$ cat src/rtl/reg_file_sb_pkg.sv
// Shared constants and helpers for the register file with scoreboard.
package reg_file_sb_pkg;

  localparam int unsigned DATA_W_DEF   = 32;
  localparam int unsigned NUM_REGS_DEF = 32;

  // MIPS register indices
  localparam int unsigned REG_V0 = 2;
  localparam int unsigned REG_A0 = 4;
  localparam int unsigned REG_RA = 31;

  // Widest busy vector popcount() accepts; callers zero-extend into it.
  localparam int unsigned POPCNT_MAX = 1024;

  function automatic int unsigned popcount(input logic [POPCNT_MAX-1:0] v);
    int unsigned n;
    n = 0;
    for (int unsigned i = 0; i < POPCNT_MAX; i++) begin
      n = n + {31'b0, v[i]};
    end
    return n;
  endfunction

endpackage

$ cat src/rtl/reg_scoreboard.sv
// Per-register busy bits (set on issue, cleared on writeback) and their registered count.
module reg_scoreboard
  import reg_file_sb_pkg::*;
#(
  parameter  int unsigned NUM_REGS = NUM_REGS_DEF,
  parameter  int unsigned ZERO_REG = 1,
  localparam int unsigned AW       = $clog2(NUM_REGS)
) (
  input  logic                i_clk,
  input  logic                i_rst_n,
  input  logic [1:0]          i_wr_en,
  input  logic [2*AW-1:0]     i_wr_id,
  input  logic                i_issue_en,
  input  logic [AW-1:0]       i_issue_id,
  output logic [NUM_REGS-1:0] o_busy,
  output logic [AW:0]         o_pending_cnt
);

  logic [NUM_REGS-1:0] r_busy;
  logic [NUM_REGS-1:0] w_busy_nxt;
  logic [AW:0]         r_pending;

  // Issue is applied after the writeback clears so a new producer wins.
  always_comb begin
    w_busy_nxt = r_busy;
    for (int unsigned p = 0; p < 2; p++) begin
      if (i_wr_en[p]) w_busy_nxt[i_wr_id[p*AW +: AW]] = 1'b0;
    end
    if (i_issue_en && !(ZERO_REG != 0 && i_issue_id == '0)) begin
      w_busy_nxt[i_issue_id] = 1'b1;
    end
  end

  always_ff @(posedge i_clk or negedge i_rst_n) begin
    if (!i_rst_n) begin
      r_busy    <= '0;
      r_pending <= '0;
    end else begin
      r_busy    <= w_busy_nxt;
      r_pending <= (AW+1)'(popcount(POPCNT_MAX'(w_busy_nxt)));
    end
  end

  assign o_busy        = r_busy;
  assign o_pending_cnt = r_pending;

endmodule

$ cat src/rtl/register.sv
// Single storage register with write enable and asynchronous active-low reset.
module register
  import reg_file_sb_pkg::*;
#(
  parameter int unsigned W = DATA_W_DEF
) (
  input  logic         i_clk,
  input  logic         i_rst_n,
  input  logic         i_we,
  input  logic [W-1:0] i_d,
  output logic [W-1:0] o_q
);

  logic [W-1:0] r_q;

  always_ff @(posedge i_clk or negedge i_rst_n) begin
    if (!i_rst_n) begin
      r_q <= '0;
    end else if (i_we) begin
      r_q <= i_d;
    end
  end

  assign o_q = r_q;

endmodule

$ cat src/rtl/reg_file_sb.sv
// Multi-port register file with write-through bypass, register taps and a scoreboard.
module reg_file_sb
  import reg_file_sb_pkg::*;
#(
  parameter  int unsigned DATA_W   = DATA_W_DEF,
  parameter  int unsigned NUM_REGS = NUM_REGS_DEF,
  parameter  int unsigned RD_PORTS = 2,
  parameter  int unsigned ZERO_REG = 1,
  parameter  int unsigned TAP0_ID  = REG_V0,
  parameter  int unsigned TAP1_ID  = REG_A0,
  localparam int unsigned AW       = $clog2(NUM_REGS)
) (
  input  logic                       clock,
  input  logic                       reset_n,
  input  logic [RD_PORTS*AW-1:0]     rd_id,
  output logic [RD_PORTS*DATA_W-1:0] rd_value,
  output logic [RD_PORTS-1:0]        rd_busy,
  input  logic [1:0]                 wr_en,
  input  logic [2*AW-1:0]            wr_id,
  input  logic [2*DATA_W-1:0]        wr_value,
  input  logic                       issue_en,
  input  logic [AW-1:0]              issue_id,
  output logic [DATA_W-1:0]          tap0_value,
  output logic [DATA_W-1:0]          tap1_value,
  output logic [AW:0]                pending_cnt
);

  localparam int unsigned NSLOT = RD_PORTS + 2;

  logic [1:0]          w_wr_ok;
  logic [AW-1:0]       w_wr_id  [2];
  logic [DATA_W-1:0]   w_wr_val [2];
  logic                w_we     [NUM_REGS];
  logic [DATA_W-1:0]   w_wd     [NUM_REGS];
  logic [DATA_W-1:0]   w_q      [NUM_REGS];
  logic [NUM_REGS-1:0] w_busy;

  // Writes are gated by reset_n so bypass paths also read zero during reset.
  always_comb begin
    for (int unsigned p = 0; p < 2; p++) begin
      w_wr_id[p]  = wr_id[p*AW +: AW];
      w_wr_val[p] = wr_value[p*DATA_W +: DATA_W];
      w_wr_ok[p]  = wr_en[p] && reset_n && !(ZERO_REG != 0 && w_wr_id[p] == '0);
    end
    for (int unsigned i = 0; i < NUM_REGS; i++) begin
      w_we[i] = 1'b0;
      w_wd[i] = w_wr_val[0];
      for (int unsigned p = 0; p < 2; p++) begin
        if (w_wr_ok[p] && w_wr_id[p] == AW'(i)) begin
          w_we[i] = 1'b1;
          w_wd[i] = w_wr_val[p];
        end
      end
    end
  end

  for (genvar g = 0; g < NUM_REGS; g++) begin : g_reg
    if (ZERO_REG != 0 && g == 0) begin : g_zero
      assign w_q[g] = '0;
    end else begin : g_store
      register #(.W(DATA_W)) u_reg (
        .i_clk   (clock),
        .i_rst_n (reset_n),
        .i_we    (w_we[g]),
        .i_d     (w_wd[g]),
        .o_q     (w_q[g])
      );
    end
  end

  reg_scoreboard #(.NUM_REGS(NUM_REGS), .ZERO_REG(ZERO_REG)) u_sb (
    .i_clk         (clock),
    .i_rst_n       (reset_n),
    .i_wr_en       (wr_en),
    .i_wr_id       (wr_id),
    .i_issue_en    (issue_en),
    .i_issue_id    (issue_id),
    .o_busy        (w_busy),
    .o_pending_cnt (pending_cnt)
  );

  // Read ports and the two taps share one bypass path: slots RD_PORTS and RD_PORTS+1 are the taps.
  always_comb begin
    logic [AW-1:0]     v_id;
    logic [DATA_W-1:0] v_val;
    logic              v_busy;
    rd_value   = '0;
    rd_busy    = '0;
    tap0_value = '0;
    tap1_value = '0;
    for (int unsigned s = 0; s < NSLOT; s++) begin
      if (s < RD_PORTS)       v_id = rd_id[s*AW +: AW];
      else if (s == RD_PORTS) v_id = AW'(TAP0_ID);
      else                    v_id = AW'(TAP1_ID);
      v_val  = w_q[v_id];
      v_busy = w_busy[v_id];
      for (int unsigned p = 0; p < 2; p++) begin
        if (w_wr_ok[p] && w_wr_id[p] == v_id) begin
          v_val = w_wr_val[p];
          if (!(issue_en && issue_id == v_id)) v_busy = 1'b0;
        end
      end
      if (s < RD_PORTS) begin
        rd_value[s*DATA_W +: DATA_W] = v_val;
        rd_busy[s]                   = v_busy;
      end else if (s == RD_PORTS) begin
        tap0_value = v_val;
      end else begin
        tap1_value = v_val;
      end
    end
  end

endmodule

$ cat config.mk
export PLATFORM = sky130hd
export DESIGN_NAME = reg_file_sb
export DESIGN_NICKNAME = d
export VERILOG_FILES = /design/src/rtl/reg_file_sb_pkg.sv /design/src/rtl/reg_scoreboard.sv /design/src/rtl/register.sv /design/src/rtl/reg_file_sb.sv
export SDC_FILE = /design/constraint.sdc
export NUM_CORES = 2
export LEC_CHECK = 0
export BUFFER_PORTS_ARGS = -buffer_cell sky130_fd_sc_hd__buf_4
export CELL_PAD_IN_SITES_DETAIL_PLACEMENT = 1
export CELL_PAD_IN_SITES_GLOBAL_PLACEMENT = 1
export CORE_AREA = 4 4 446 448
export CTS_CLUSTER_SIZE = 8
export DETAILED_ROUTE_END_ITERATION = 12
export DIE_AREA = 0 0 450 452
export HOLD_SLACK_MARGIN = 0.08
export PLACE_DENSITY = 0.62
export SLEW_MARGIN = 40
export SYNTH_ARGS = -nofsm -noshare
export SYNTH_HDL_FRONTEND = slang
export SYNTH_SLANG_ARGS = --single-unit
$ cat constraint.sdc
create_clock -name clock -period 4.6 [get_ports clock]
set_input_delay 0.23 -clock clock [delete_from_list [all_inputs] [get_ports clock]]
set_output_delay 0.23 -clock clock [all_outputs]
set_load 0.01 [all_outputs]
==> results.sh <==
export IMPL_cp_max_fo=2
export IMPL_synth_adder_area_share_pct=0.8557
export IMPL_vias=61980
export IMPL_fin_tns_setup_ns=-3.051
export IMPL_finClkSkew_ns=0.01053
export IMPL_num_rows=162
export IMPL_p_per_area_mw_per_mm2=461.7
export IMPL_clk_pin_slew_ns=0.07
export IMPL_endpoint_kind="flip-flop"
export IMPL_crit_path_start_kind="flip-flop"
export IMPL_whs_path_depth=6
export IMPL_critical_path_class="flip-flop to flip-flop"
export IMPL_fp_coreArea_mm2=0.1946
export IMPL_p_leak_nw=34.58
export IMPL_dieArea_mm2=0.2034
export IMPL_hold_viol_final=0
export IMPL_crit_arrival_ns=5.98
export IMPL_nFillCells=21520
export IMPL_max_stage_delay_ns=0.61
export IMPL_ff2ff_path_depth=17
export IMPL_cts_num_sinks=1030
export IMPL_peakVddDrop_v=0.001063
export IMPL_routed_wl_mm=345.1
export IMPL_final_core_util_pct=40.39
export IMPL_critPathSlowestCell="fa_2"
export IMPL_root_buffer="clkbuf_16"
export IMPL_syn_to_final_growth_pct=15.84
export IMPL_synthCells=6913
export IMPL_placement_io_buffers=229
export IMPL_yosys_most_used_dff="dfrtp_1"
export IMPL_seq_area_frac_synth_pct=37.99
export IMPL_avgRoutedWirePerCell_um=36.10
export IMPL_synth_edff_count=0
export IMPL_synth_cell_types=86
export IMPL_cpMostUsedCell="fa_1"
export IMPL_drc=0
export IMPL_die_h_um=452
export IMPL_fp_dieW_um=450
export IMPL_finalWeightedCongestion=0.9197
export IMPL_synth_area_mm2=0.06785
export IMPL_first_pass_iters=6
export IMPL_crit_chain="a22o_1 > ha_1 > fa_1 > fa_2 > fa_1 > fa_1 > inv_1 > fa_1 > inv_2 > fa_1 > inv_1 > fa_2 > fa_2 > inv_1 > a21o_1 > a21oi_1 > xnor2_1"
export IMPL_synthXorXnorAreaFrac_pct=0.4260
export IMPL_async_flop_share_pct=100.0
export IMPL_synth_compound_gate_area_share_pct=14.99
export IMPL_dp_hpwl_mm=219.0
export IMPL_antenna_found_initial=27
export IMPL_synthMuxAreaShare_pct=28.80
export IMPL_tritoncts="yes"
export IMPL_ys_warnings_count=0
export IMPL_nets=7102
export IMPL_min_period_ns=5.287
export IMPL_clockBufferDepth=3
export IMPL_period_share_pct=114.9
export IMPL_power_mw=36.29
export IMPL_viasPerCell=6.484
export IMPL_start_util_pct=34.87
export IMPL_slew_violations=0
export IMPL_postRouteAntennaNets=0
export IMPL_synth_top_family_by_area="multiplexers"
export IMPL_grt_pass1_vias=62790
export IMPL_drive_gt1_share_pct=19.96
export IMPL_setup_viol=6
export IMPL_io_pins=230
export IMPL_syn_nets=7039
export IMPL_cts_inserted_buffers=149
export IMPL_syn_avg_cell_area_um2=9.814
export IMPL_rrSetupSlack_ns=-0.69
export IMPL_relSlewSlack_pct=31.90
export IMPL_grt_overflow=0
export IMPL_rsz0062_at_grt="yes"
export IMPL_grt_max_degree=136
export IMPL_max_freq_mhz=189.1
export IMPL_synth_seq_cells=1030
export IMPL_max_cap_violations=0
export IMPL_clk_latency_ns=0.82
export IMPL_status="finished with violations"
export IMPL_grt_pass1_wl_mm=486.9
export IMPL_tightestPinTransition_ns=1.006
export IMPL_setup_ws_ns=-0.6870
export IMPL_violations="negative setup slack"
export IMPL_hold_path_class="input pin to flip-flop"
export IMPL_grt_use_total_pct=33.07
export IMPL_dr_first_iter_drc_count=7068
export IMPL_synth_simple_area_share_pct=10.99
export IMPL_cts_max_level=4
export IMPL_crit_required_ns=5.30
## cells in the final DEF (no fill, tap or decap), types with 21 or more instances in the layout
master	n
a211oi_1	66
a21oi_1	770
a221oi_1	64
a22o_1	41
a22oi_1	85
and3_1	26
buf_12	31
buf_4	538
buf_6	35
clkbuf_16	151
dfrtp_1	1030
dlygate4sd3_1	121
fa_1	21
inv_1	73
mux2_2	96
mux2i_1	954
mux4_2	391
nand2_1	576
nand3_1	31
nor2_1	768
nor2b_1	76
nor3_1	83
nor4_1	40
o21ai_0	429
o21ai_1	45
o22ai_1	43
o311ai_0	28
## state kept, by name, summed over array words and instances, names as in the netlist
| name | count |
|---|---|
| g.g_store.u_reg.o_q | 992 |
| u_sb.o_busy | 32 |
| u_sb.o_pending_cnt | 6 |
## what timing repair did
action / in CTS / in global routing
endpoints found under the hold margin: 1290 / 0
setup buffers: 2 / 1
setup endpoints to repair: 6 / 6
resized for setup: 3 / 3
hold buffers: 122 / 0
## power by group
group | switching [mW] | internal [mW]
combinational | 6.56 | 6.05
clock | 4.56 | 5.89
sequential | 1.87 | 11.4
total | 13.0 | 23.3
## layout make-up
type / count / area, um^2 / area share (%)
well taps: 2542 / 3181 / 4.047
inverters: 78 / 292.8 / 0.3725
flip-flops and latches: 1030 / 25770 / 32.80
diodes: 13 / 32.53 / 0.04139
clock inverters: 16 / 244.0 / 0.3104
multi-input cells: 4978 / 38700 / 49.24
repair buffers: 739 / 6524 / 8.301
clock buffers: 163 / 3844 / 4.891
## per-stage QoR
stage | hold slack [ns] | setup slack, ns | area, um^2 | std cells
after global routing | 0.1335 | -0.8497 | 78570 | 9551
final | 0.1101 | -0.6870 | 78590 | 9559
after detailed placement | 0.2272 | -1.271 | 73030 | 9236
after CTS | 0.08145 | -0.6775 | 78380 | 9539
after floorplan | -0.06559 | -0.8007 | 67940 | 6913
after global placement | 0.2210 | -1.301 | 72710 | 9228
## kinds of logic (layout without fill, tap and decap cells)
group,Yosys count,in the layout
AND/OR/NAND/NOR,1736,1736
AO/OA/AOI/OAI,1732,1732
multiplexers,1445,1445
flip-flops,1030,1030
buffers and inverters,905,996
XOR/XNOR,33,33
adder cells (fa/ha/maj),32,32
other,0,13
## cell usage after synthesis, types with 8 or more instances
library cell     n  area share [%]
a31o_1           8            0.10
a32oi_1          8            0.10
nor2_2          11            0.10
ha_1             8            0.15
a22oi_1         85            0.94
clkbuf_1       465             2.6
and3b_1         12            0.15
xor2_1          19            0.25
and2_1          10           0.092
o311ai_1        14            0.18
inv_1           76            0.42
o21ai_0        430             3.2
and3_1          26            0.24
nor3_1          84            0.62
buf_6           11            0.18
o211ai_1        15            0.17
o21ai_1         45            0.33
o22ai_1         43            0.40
a221o_1         20            0.30
buf_2          223             1.6
nand3_1         35            0.26
a221oi_1        64            0.83
nor2_1         779             4.3
mux4_2         391              13
fa_1            24            0.71
o21a_1          19            0.21
nor2b_1         82            0.76
o221ai_1         8            0.10
a21oi_1        771             5.7
buf_4           60            0.66
o311ai_0        30            0.39
nand3b_1         8           0.089
nand2_1        588             3.3
buf_1           64            0.35
nand2b_1        11            0.10
xnor2_1         14            0.18
a211oi_1        66            0.73
a22o_1          41            0.53
dfrtp_1       1030              38
a31oi_1         16            0.15
nor4_1          43            0.40
mux2i_1        954              14
mux2_2          96             1.6
## worst paths after layout
path,from,end
worst min-delay path,wr_id[8],u_sb.o_busy[16]
worst max register to register,u_sb.o_busy[1],u_sb.o_pending_cnt[4]
worst min register to register,g_reg[25].g_store.u_reg.o_q[13],g_reg[25].g_store.u_reg.o_q[13]
max in group asynchronous,reset_n,g_reg[2].g_store.u_reg.o_q[28]
worst max-delay path,u_sb.o_busy[1],u_sb.o_pending_cnt[4]
min in group asynchronous,reset_n,g_reg[8].g_store.u_reg.o_q[30]
## routing by layer
| metal | routed length (um) | GRT usage, % | share of wire (%) | vias to the layer above |
|---|---|---|---|---|
| met4 | 25160 | 20.70 | 7.3 | 4 |
| met1 | 137300 | 43.30 | 40 | 32410 |
| met5 | 25 | 0.09328 | 0.0072 | - |
| met2 | 151300 | 49.75 | 44 | 3403 |
| li1 | - | - | - | 25190 |
| met3 | 31220 | 7.365 | 9.0 | 975 |
## critical path: cells and delay by family, from the launching register on
family	cells	cell delay, ns
flip-flops	1	0.38
XOR/XNOR	1	0.13
adder cells (fa/ha/maj)	9	4.03
AO/OA/AOI/OAI	3	0.41
buffers and inverters	4	0.20
Note: power is estimated with default switching activity, not from simulation.
